<file path="config.mk">
export PLATFORM = sky130hd
export DESIGN_NAME = conv_input_interface
export DESIGN_NICKNAME = d
export VERILOG_FILES = /design/src/rtl/conv_input_interface.sv
export SDC_FILE = /design/constraint.sdc
export NUM_CORES = 2
export LEC_CHECK = 0
export BUFFER_PORTS_ARGS = -buffer_cell sky130_fd_sc_hd__buf_4
export CAP_MARGIN = 20
export CORE_AREA = 5 5 265 526
export DETAILED_ROUTE_END_ITERATION = 10
export DIE_AREA = 0 0 270 531
export HOLD_SLACK_MARGIN = 0.02
export PLACE_DENSITY_LB_ADDON = 0.12
export SYNTH_ARGS = -nofsm -noshare
export SYNTH_HDL_FRONTEND = slang
export SYNTH_SLANG_ARGS = --single-unit
</file>
<file path="constraint.sdc">
create_clock -name clk -period 5.9 [get_ports clk]
set_input_delay 1.18 -clock clk [delete_from_list [all_inputs] [get_ports clk]]
set_output_delay 1.18 -clock clk [all_outputs]
set_load 0.01 [all_outputs]
</file>
<file path="src/rtl/conv_input_interface.sv">
// rtl/conv_input_interface.sv - image-side responder for the conv controller input channel
// Fetches image rows from a synchronous ROM into a rotating line buffer and streams per-tap pixel vectors.
module conv_input_interface #(
  parameter int WIDTH       = 32,
  parameter int KERNEL_SIZE = 3,
  parameter int IMAGE_SIZE  = 8,
  parameter int ARRAY_SIZE  = 6,
  parameter int ADDR_WIDTH  = 6,
  parameter int ROM_DEPTH   = 64
) (
  input  logic                        clk,
  input  logic                        rst_n,
  input  logic [1:0]                  cmd_i,
  output logic [1:0]                  ack_o,
  output logic                        rom_rd_en_o,
  output logic [ADDR_WIDTH-1:0]       rom_addr_o,
  input  logic [WIDTH-1:0]            rom_data_i,
  output logic                        data_valid_o,
  output logic [3:0]                  tap_idx_o,
  output logic [WIDTH*ARRAY_SIZE-1:0] data_out_o,
  output logic                        busy_o
);

  localparam int NTAPS     = KERNEL_SIZE * KERNEL_SIZE;
  localparam int PRE_WORDS = KERNEL_SIZE * IMAGE_SIZE;
  localparam int CW        = $clog2(PRE_WORDS + 1);
  localparam int SW        = (KERNEL_SIZE > 2) ? $clog2(KERNEL_SIZE) : 1;
  localparam int SW1       = SW + 1;
  localparam int CLW       = (IMAGE_SIZE > 2) ? $clog2(IMAGE_SIZE) : 1;
  localparam int DW        = WIDTH * ARRAY_SIZE;

  localparam logic [1:0] CMD_PRELOAD = 2'd1;
  localparam logic [1:0] CMD_SHIFT   = 2'd2;
  localparam logic [1:0] CMD_LOAD    = 2'd3;

  typedef enum logic [1:0] {
    S_IDLE    = 2'd0,
    S_PRELOAD = 2'd1,
    S_SHIFT   = 2'd2,
    S_LOAD    = 2'd3
  } state_e;

  state_e                  state_q, state_d;
  logic [1:0]              ack_q, ack_d;
  logic                    rd_en_q, rd_en_d;
  logic [ADDR_WIDTH-1:0]   addr_q, addr_d;
  logic                    dv_q, dv_d;
  logic [3:0]              tap_q, tap_d;
  logic [DW-1:0]           dout_q, dout_d;
  logic                    busy_q, busy_d;
  logic [ADDR_WIDTH-1:0]   rd_ptr_q, rd_ptr_d;
  logic [SW-1:0]           base_q, base_d;
  logic [CW-1:0]           iss_cnt_q, iss_cnt_d;
  logic                    cap_en_q, cap_en_d;
  logic [CW-1:0]           cap_cnt_q, cap_cnt_d;

  logic [WIDTH-1:0]        lb_q [KERNEL_SIZE][IMAGE_SIZE];
  logic                    lb_we;
  logic [SW-1:0]           cap_slot;
  logic [CLW-1:0]          cap_col;
  logic [CW-1:0]           words_n;

  logic [3:0]              sel_tap;
  logic [SW-1:0]           sel_row;
  logic [SW-1:0]           sel_slot;
  logic [CLW-1:0]          sel_col;
  logic [SW:0]             slot_sum;
  logic [DW-1:0]           tap_vec;
  logic [SW-1:0]           base_inc;

  function automatic logic [ADDR_WIDTH-1:0] ptr_inc(input logic [ADDR_WIDTH-1:0] p);
    return (p == ADDR_WIDTH'(ROM_DEPTH - 1)) ? '0 : p + 1'b1;
  endfunction

  // Tap vector for the tap about to be presented: row picks a logical line, column shifts the lane window.
  always_comb begin
    sel_tap  = (state_q == S_SHIFT) ? tap_q + 4'd1 : 4'd0;
    sel_row  = SW'(sel_tap / 4'(KERNEL_SIZE));
    sel_col  = CLW'(sel_tap % 4'(KERNEL_SIZE));
    slot_sum = {1'b0, base_q} + {1'b0, sel_row};
    sel_slot = (slot_sum >= SW1'(KERNEL_SIZE)) ? SW'(slot_sum - SW1'(KERNEL_SIZE))
                                                : slot_sum[SW-1:0];
    tap_vec  = '0;
    for (int i = 0; i < ARRAY_SIZE; i++) begin
      tap_vec[i*WIDTH +: WIDTH] = lb_q[sel_slot][CLW'(i) + sel_col];
    end
  end

  always_comb begin
    words_n  = (state_q == S_PRELOAD) ? CW'(PRE_WORDS) : CW'(IMAGE_SIZE);
    cap_slot = (state_q == S_PRELOAD) ? SW'(cap_cnt_q / CW'(IMAGE_SIZE)) : base_q;
    cap_col  = CLW'(cap_cnt_q % CW'(IMAGE_SIZE));
    base_inc = (base_q == SW'(KERNEL_SIZE - 1)) ? '0 : base_q + 1'b1;
  end

  always_comb begin
    state_d   = state_q;
    ack_d     = 2'd0;
    rd_en_d   = 1'b0;
    addr_d    = addr_q;
    dv_d      = 1'b0;
    tap_d     = tap_q;
    dout_d    = dout_q;
    rd_ptr_d  = rd_ptr_q;
    base_d    = base_q;
    iss_cnt_d = iss_cnt_q;
    cap_en_d  = rd_en_q;
    cap_cnt_d = cap_cnt_q;
    lb_we     = 1'b0;

    unique case (state_q)
      S_IDLE: begin
        case (cmd_i)
          CMD_PRELOAD: begin
            state_d   = S_PRELOAD;
            rd_en_d   = 1'b1;
            addr_d    = '0;
            rd_ptr_d  = ptr_inc('0);
            base_d    = '0;
            iss_cnt_d = CW'(1);
            cap_cnt_d = '0;
          end
          CMD_SHIFT: begin
            state_d = S_SHIFT;
            dv_d    = 1'b1;
            tap_d   = 4'd0;
            dout_d  = tap_vec;
          end
          CMD_LOAD: begin
            state_d   = S_LOAD;
            rd_en_d   = 1'b1;
            addr_d    = rd_ptr_q;
            rd_ptr_d  = ptr_inc(rd_ptr_q);
            iss_cnt_d = CW'(1);
            cap_cnt_d = '0;
          end
          default: ;
        endcase
      end
      S_PRELOAD, S_LOAD: begin
        if (iss_cnt_q < words_n) begin
          rd_en_d   = 1'b1;
          addr_d    = rd_ptr_q;
          rd_ptr_d  = ptr_inc(rd_ptr_q);
          iss_cnt_d = iss_cnt_q + CW'(1);
        end
        // ROM data lags the read strobe by one cycle; the last capture closes the command.
        if (cap_en_q) begin
          lb_we     = 1'b1;
          cap_cnt_d = cap_cnt_q + CW'(1);
          if (cap_cnt_q == words_n - CW'(1)) begin
            state_d = S_IDLE;
            if (state_q == S_PRELOAD) begin
              ack_d = CMD_PRELOAD;
            end else begin
              ack_d  = CMD_LOAD;
              base_d = base_inc;
            end
          end
        end
      end
      S_SHIFT: begin
        if (tap_q != 4'(NTAPS - 1)) begin
          dv_d   = 1'b1;
          tap_d  = sel_tap;
          dout_d = tap_vec;
        end else begin
          ack_d   = CMD_SHIFT;
          state_d = S_IDLE;
        end
      end
      default: state_d = S_IDLE;
    endcase

    busy_d = (state_d != S_IDLE);
  end

  always_ff @(posedge clk or negedge rst_n) begin
    if (!rst_n) begin
      state_q   <= S_IDLE;
      ack_q     <= 2'd0;
      rd_en_q   <= 1'b0;
      addr_q    <= '0;
      dv_q      <= 1'b0;
      tap_q     <= 4'd0;
      dout_q    <= '0;
      busy_q    <= 1'b0;
      rd_ptr_q  <= '0;
      base_q    <= '0;
      iss_cnt_q <= '0;
      cap_en_q  <= 1'b0;
      cap_cnt_q <= '0;
    end else begin
      state_q   <= state_d;
      ack_q     <= ack_d;
      rd_en_q   <= rd_en_d;
      addr_q    <= addr_d;
      dv_q      <= dv_d;
      tap_q     <= tap_d;
      dout_q    <= dout_d;
      busy_q    <= busy_d;
      rd_ptr_q  <= rd_ptr_d;
      base_q    <= base_d;
      iss_cnt_q <= iss_cnt_d;
      cap_en_q  <= cap_en_d;
      cap_cnt_q <= cap_cnt_d;
    end
  end

  always_ff @(posedge clk or negedge rst_n) begin
    if (!rst_n) begin
      for (int s = 0; s < KERNEL_SIZE; s++) begin
        for (int c = 0; c < IMAGE_SIZE; c++) begin
          lb_q[s][c] <= '0;
        end
      end
    end else if (lb_we) begin
      lb_q[cap_slot][cap_col] <= rom_data_i;
    end
  end

  assign ack_o        = ack_q;
  assign rom_rd_en_o  = rd_en_q;
  assign rom_addr_o   = addr_q;
  assign data_valid_o = dv_q;
  assign tap_idx_o    = tap_q;
  assign data_out_o   = dout_q;
  assign busy_o       = busy_q;

endmodule

</file>
**Word-level counts from Yosys, hierarchy flattened**

Index checks and enable logic that the tools add are counted.

- Register bits: 996
- Input port bits: 36
- Output and inout bits: 207
- Word-level logic and storage cells: 179

- Add/sub/neg operators: 13
- Divide/modulo/power cells: 2
- Order comparisons: 13
- Equality and inequality tests: 19
- Mux-type cells: 73
- Bitwise operators: 9
- Reductions and logical operators: 13

Operators with widths:

| kind | count |
|---|---|
| $bwmux 768 | 1 |
| $mux 256 | 3 |
| $bmux 32 s3 | 6 |
| $bmux 256 s2 | 1 |
| $demux 256 s2 | 1 |
| $mux 32 | 13 |
| $mux 192 | 2 |
| $pmux 192 s2 | 1 |
| $demux 32 s3 | 1 |
| $pmux 6 s2 | 4 |
| $ge 4x4->1 const B | 7 |
| $mux 2 | 14 |
| $not 3->4 | 7 |
| $mux 5 | 5 |
| $pmux 5 s2 | 2 |
| $mux 6 | 3 |
| $mux 4 | 3 |
| $pmux 2 s3 | 2 |
| $reduce_and 3->1 | 4 |
| $add 5x1->5 const B | 2 |
| $eq 2x2->1 const B | 5 |
| $ne 2x2->1 const B | 5 |
| $pmux 2 s2 | 2 |
| $pmux 4 s2 | 1 |
| 30 further kinds | 47 |

**Logic depth before layout (Yosys ltp)**

- Word-level depth: 15
- Depth in mapped cells: 32
- Gate-level depth less buffers: 27

**Worst setup path after synthesis**

Ideal clock, no wire load.

- Kind: flip-flop to flip-flop
- Start point: register tap_q[0] (netlist: tap_idx_o[0])
- End point: register dout_q[95] (netlist: data_out_o[95])
- Arrival time: 5.845 ns
- Required time: 5.782 ns
- Path slack: -0.063 ns
- Stages on the path, launching flop included: 31
- Path buffers: 4
- Period minus slack after synthesis: 5.963 ns
- Cells stage by stage: dfrtp_1 > ha_1 > nor2b_1 > a211o_1 > nand2_1 > nor2_1 > ha_1 > inv_1 > ha_1 > clkbuf_1 > o2111ai_1 > o21ai_0 > ha_1 > clkinv_1 > o21ai_0 > nor2_1 > inv_1 > ha_1 > fa_1 > ha_1 > or3_1 > a21oi_1 > buf_2 > clkbuf_1 > clkbuf_1 > nor2_1 > a21oi_1 > a32oi_1 > a221oi_1 > a221oi_1 > a21o_1

- Word-level cells in the longest chain between the ends: 15

Ends and longest elaborated chain:

| what | line | source |
|---|---|---|
| start, declared | 48 | `logic [3:0] tap_q, tap_d;` |
| start signal, assigned | 199 | `tap_q <= tap_d;` |
| $add 4x1->4 | 77 | `sel_tap = (state_q == S_SHIFT) ? tap_q + 4'd1 : 4'd0;` |
| $mux 4 | 77 |  |
| $div 4x2->4 | 78 | `sel_row = SW'(sel_tap / 4'(KERNEL_SIZE));` |
| $add 2x2->3 | 80 | `slot_sum = {1'b0, base_q} + {1'b0, sel_row};` |
| $ge 3x2->1 / $sub 2x2->2 (equally long branches) | 81 | `sel_slot = (slot_sum >= SW1'(KERNEL_SIZE)) ? SW'(slot_sum - SW1'(KERNEL_SIZE))` |
| $mux 2 | 81 |  |
| $not 2->3 (implied by the code) | 85 | `tap_vec[i*WIDTH +: WIDTH] = lb_q[sel_slot][CLW'(i) + sel_col];` |
| $bmux 256 s2 | 85 |  |
| $mux 256 (implied by the code) (2 in a row) | 85 |  |
| $bmux 32 s3 | 85 |  |
| $mux 32 (implied by the code) (2 in a row) | 85 |  |
| $mux 192, on equally long branches | 163, 113 |  |
| $pmux 192 s2 | 111 | `unique case (state_q)` |
| end signal, assigned | 200 | `dout_q <= dout_d;` |
| end, declared | 49 | `logic [DW-1:0] dout_q, dout_d;` |

Parallel ways exist; a longest one is shown, timed or not. The select of a mux whose other input is x is not followed.
A chain may end at the register's enable or synchronous reset.

**Final worst setup path**

- Start point: register tap_q[1] (netlist: tap_idx_o[1])
- End point: register dout_q[151] (netlist: data_out_o[151])

Same word-level chain as after synthesis.

==> flow_summary.json <==
{
  "status": "complete, but fails checks",
  "wl_um": 246900,
  "wl_per_cell_um": 33.26,
  "hold_ws_ns": 0.3795,
  "grt_pass1_wl_um": 351400,
  "dpl_cell_area_mm2": 0.06247,
  "synth_top_area_cell": "dfrtp_1",
  "nNetsFinal": 5657,
  "grt.overflow.total": 0,
  "drv_slew": 0,
  "design_area_mm2": 0.06723,
  "violations": "negative setup slack",
  "synth.area.top_cells": "dfrtp_1 (46%), mux2_2 (16%), mux2i_1 (4.3%), o2bb2ai_1 (3.2%), nand2_1 (3.1%)",
  "row_count": 191,
  "drt-vias-per-instance": 6.396,
  "maxCapViolCount": 0,
  "cp.required_ns": 6.52,
  "tightest_slew_ns": 1.106,
  "yosysWarnings": 0,
  "max_stage_delay_ns": 0.54,
  "syn_inst": 5026,
  "cts_tree": "built",
  "ant_nets": 0,
  "synth_compound_area_share_pct": 21.29,
  "avgSynthCellArea_um2": 10.67,
  "endpoint_kind": "register",
  "async_flop_share_pct": 100.0,
  "firstDrtPassIters": 8,
  "area_growth_pct": 25.34,
  "die_area_mm2": 0.1434,
  "layout_commonest_cell": "dfrtp_1",
  "hold_viol_final": 0,
  "numCtsBuffers": 97,
  "boundaryPins": 243,
  "route.detailed.drc": 0,
  "die_w_um": 270,
  "core_region_area_mm2": 0.1350,
  "grt_pass1_vias": 49030,
  "crit_top_cell": "ha_2",
  "fmax_mhz": 167.8,
  "vias": 47480,
  "rsz0062_at_grt": "true",
  "layout_setup_ws_ns": -0.06003,
  "yosysSeqAreaShare_pct": 46.47,
  "nFillCells": 12390,
  "power_density_mw_per_mm2": 219.7,
  "crit_type": "register to register",
  "finalCritPeriodShare_pct": 101.0,
  "power_w": 0.01477,
  "gr-usage-all-layers_pct": 33.51,
  "period_minus_slack_ns": 5.960,
  "drive_gt1_share_pct": 38.28,
  "insertion_delay_ns": 0.76,
  "finalSetupTns_ns": -0.06003,
  "cp_max_fo": 7,
  "cp-start-kind": "register",
  "cts-htree-levels": 3,
  "hold_path.class": "register to register",
  "syn-cell-area_mm2": 0.05364,
  "synth-simple-area-share_pct": 6.898,
  "synth_fa_ha_area_share_pct": 0.3406,
  "routabilityCongestion": 0.9658,
  "critical_path_arrival_ns": 6.58,
  "synth_seq_cells": 996,
  "setup_viol": 1,
  "initial_utilization_pct": 39.72,
  "utilization_pct": 49.79,
  "synth_ff_type": "dfrtp_1",
  "final_cell_mix": "dfrtp_1 (996), buf_4 (909), mux2_2 (771), nand2_1 (429), a21oi_1 (246)",
  "netlist.area_leader.share_pct": 46.47,
  "clockBufferDepth": 3,
  "skew_ns": 0.04179,
  "slew_headroom_pct": 25.99,
  "ys_types": 67,
  "dp.final_hpwl_um": 169400,
  "portBuffers": 242,
  "total_leakage_power_nw": 30.47,
  "synth_top_family_by_area": "compound AO/OA/AOI/OAI gates",
  "clock-sinks": 996,
  "drtIter0Drc": 3849,
  "antenna_found_initial": 1,
  "synth_xor_area_share_pct": 0.1633,
  "clk_pin_slew_worst_paths_ns": 0.07,
  "synth_edf_count": 0,
  "die_y_um": 531,
  "slowest_stage": "a221oi_2",
  "synth_fp_nets": 5076,
  "synthMuxAreaShare_pct": 20.50,
  "grt_max_degree": 188,
  "cts_root_buf": "clkbuf_16",
  "ir_drop_mv": 0.2454
}
[Yosys cell counts (all sizes together), types with 40 or more instances]
library cell / n
o22ai: 49
mux2i: 231
o2bb2ai: 199
a311oi: 60
inv: 40
a221oi: 184
nand3: 73
buf: 178
nor2: 194
clkbuf: 366
mux2: 771
o211ai: 99
dfrtp: 996
a2bb2oi: 70
and3: 47
o21ai: 234
a21oi: 252
a31oi: 67
nand2: 445
a221o: 64
[final cells by class]
type	instances	area (um^2)	area share, %
diodes	2	5.005	0.007444
clock buffers	140	2810	4.180
multi-input cells	3444	27680	41.18
clock inverters	36	495.5	0.7370
well taps	1737	2173	3.233
inverters	43	170.2	0.2531
repair buffers	1025	8967	13.34
flip-flops and latches	996	24920	37.07
[critical path, delay by kind of cell, from the launching register on]
kind,cells,cell delay (ns)
AND/OR/NAND/NOR,8,0.91
flip-flops,1,0.39
AO/OA/AOI/OAI,9,2.06
adder cells (fa/ha/maj),6,1.41
buffers and inverters,8,1.06
[final timing paths]
| check | start | endpoint | slack, ns | cells past startpoint |
|---|---|---|---|---|
| hold reg to reg | rom_rd_en_o | cap_en_q | 0.38 | 0 |
| setup / recovery | tap_idx_o[1] | data_out_o[151] | -0.06 | 31 |
| min in group asynchronous | rst_n | rd_ptr_q[2] | 0.45 | 1 |
| setup reg to reg | tap_idx_o[1] | data_out_o[151] | -0.06 | 31 |
| max in group asynchronous | rst_n | data_out_o[186] | 4.08 | 2 |
| hold / removal | rom_rd_en_o | cap_en_q | 0.38 | 0 |
[cells by family (layout without fill, tap and decap cells)]
kind of cell	after synthesis	count (layout)
multiplexers	1002	1002
adder cells (fa/ha/maj)	14	14
other	0	2
AND/OR/NAND/NOR	864	865
AO/OA/AOI/OAI	1553	1553
flip-flops	996	996
buffers and inverters	587	1244
XOR/XNOR	10	10
[flip-flops by register name, summed over array words and instances (netlist names)]
signal,count
lb_q,768
data_out_o,192
rd_ptr_q,6
rom_addr_o,6
cap_cnt_q,5
iss_cnt_q,5
tap_idx_o,4
ack_o,2
base_q,2
state_q,2
busy_o,1
cap_en_q,1
data_valid_o,1
rom_rd_en_o,1
[metrics by stage]
stage                     worst slack (ns)  std cells
after floorplan                    0.03742       5026
after global placement             -0.6728       7218
after detailed placement           -0.7023       7219
after CTS                         -0.01386       7405
after global routing               -0.1886       7422
final                             -0.06003       7423
[power breakdown]
group          total [W]  internal (W)  switching (W)
combinational    0.00107      0.000414       0.000660
sequential       0.00704       0.00697      0.0000703
clock            0.00666       0.00369        0.00297
total             0.0148        0.0111        0.00370
[repair_timing]
item,4_1_cts,5_1_grt
cloned,3,1
setup buffers,7,18
gates resized for setup,64,196
setup endpoints to repair,192,190
hold buffers,0,0
pin swaps,8,74
[per-layer routing]
metal / vias to the layer above / GRT usage, % / share of wire [%]
li1: 20250 / - / -
met3: 869 / 4.873 / 4.4
met4: 0 / 37.42 / 14
met2: 1948 / 59.22 / 51
met5: - / 0 / 0
met1: 24410 / 31.17 / 31
Note: power is estimated with default switching activity, not from simulation.
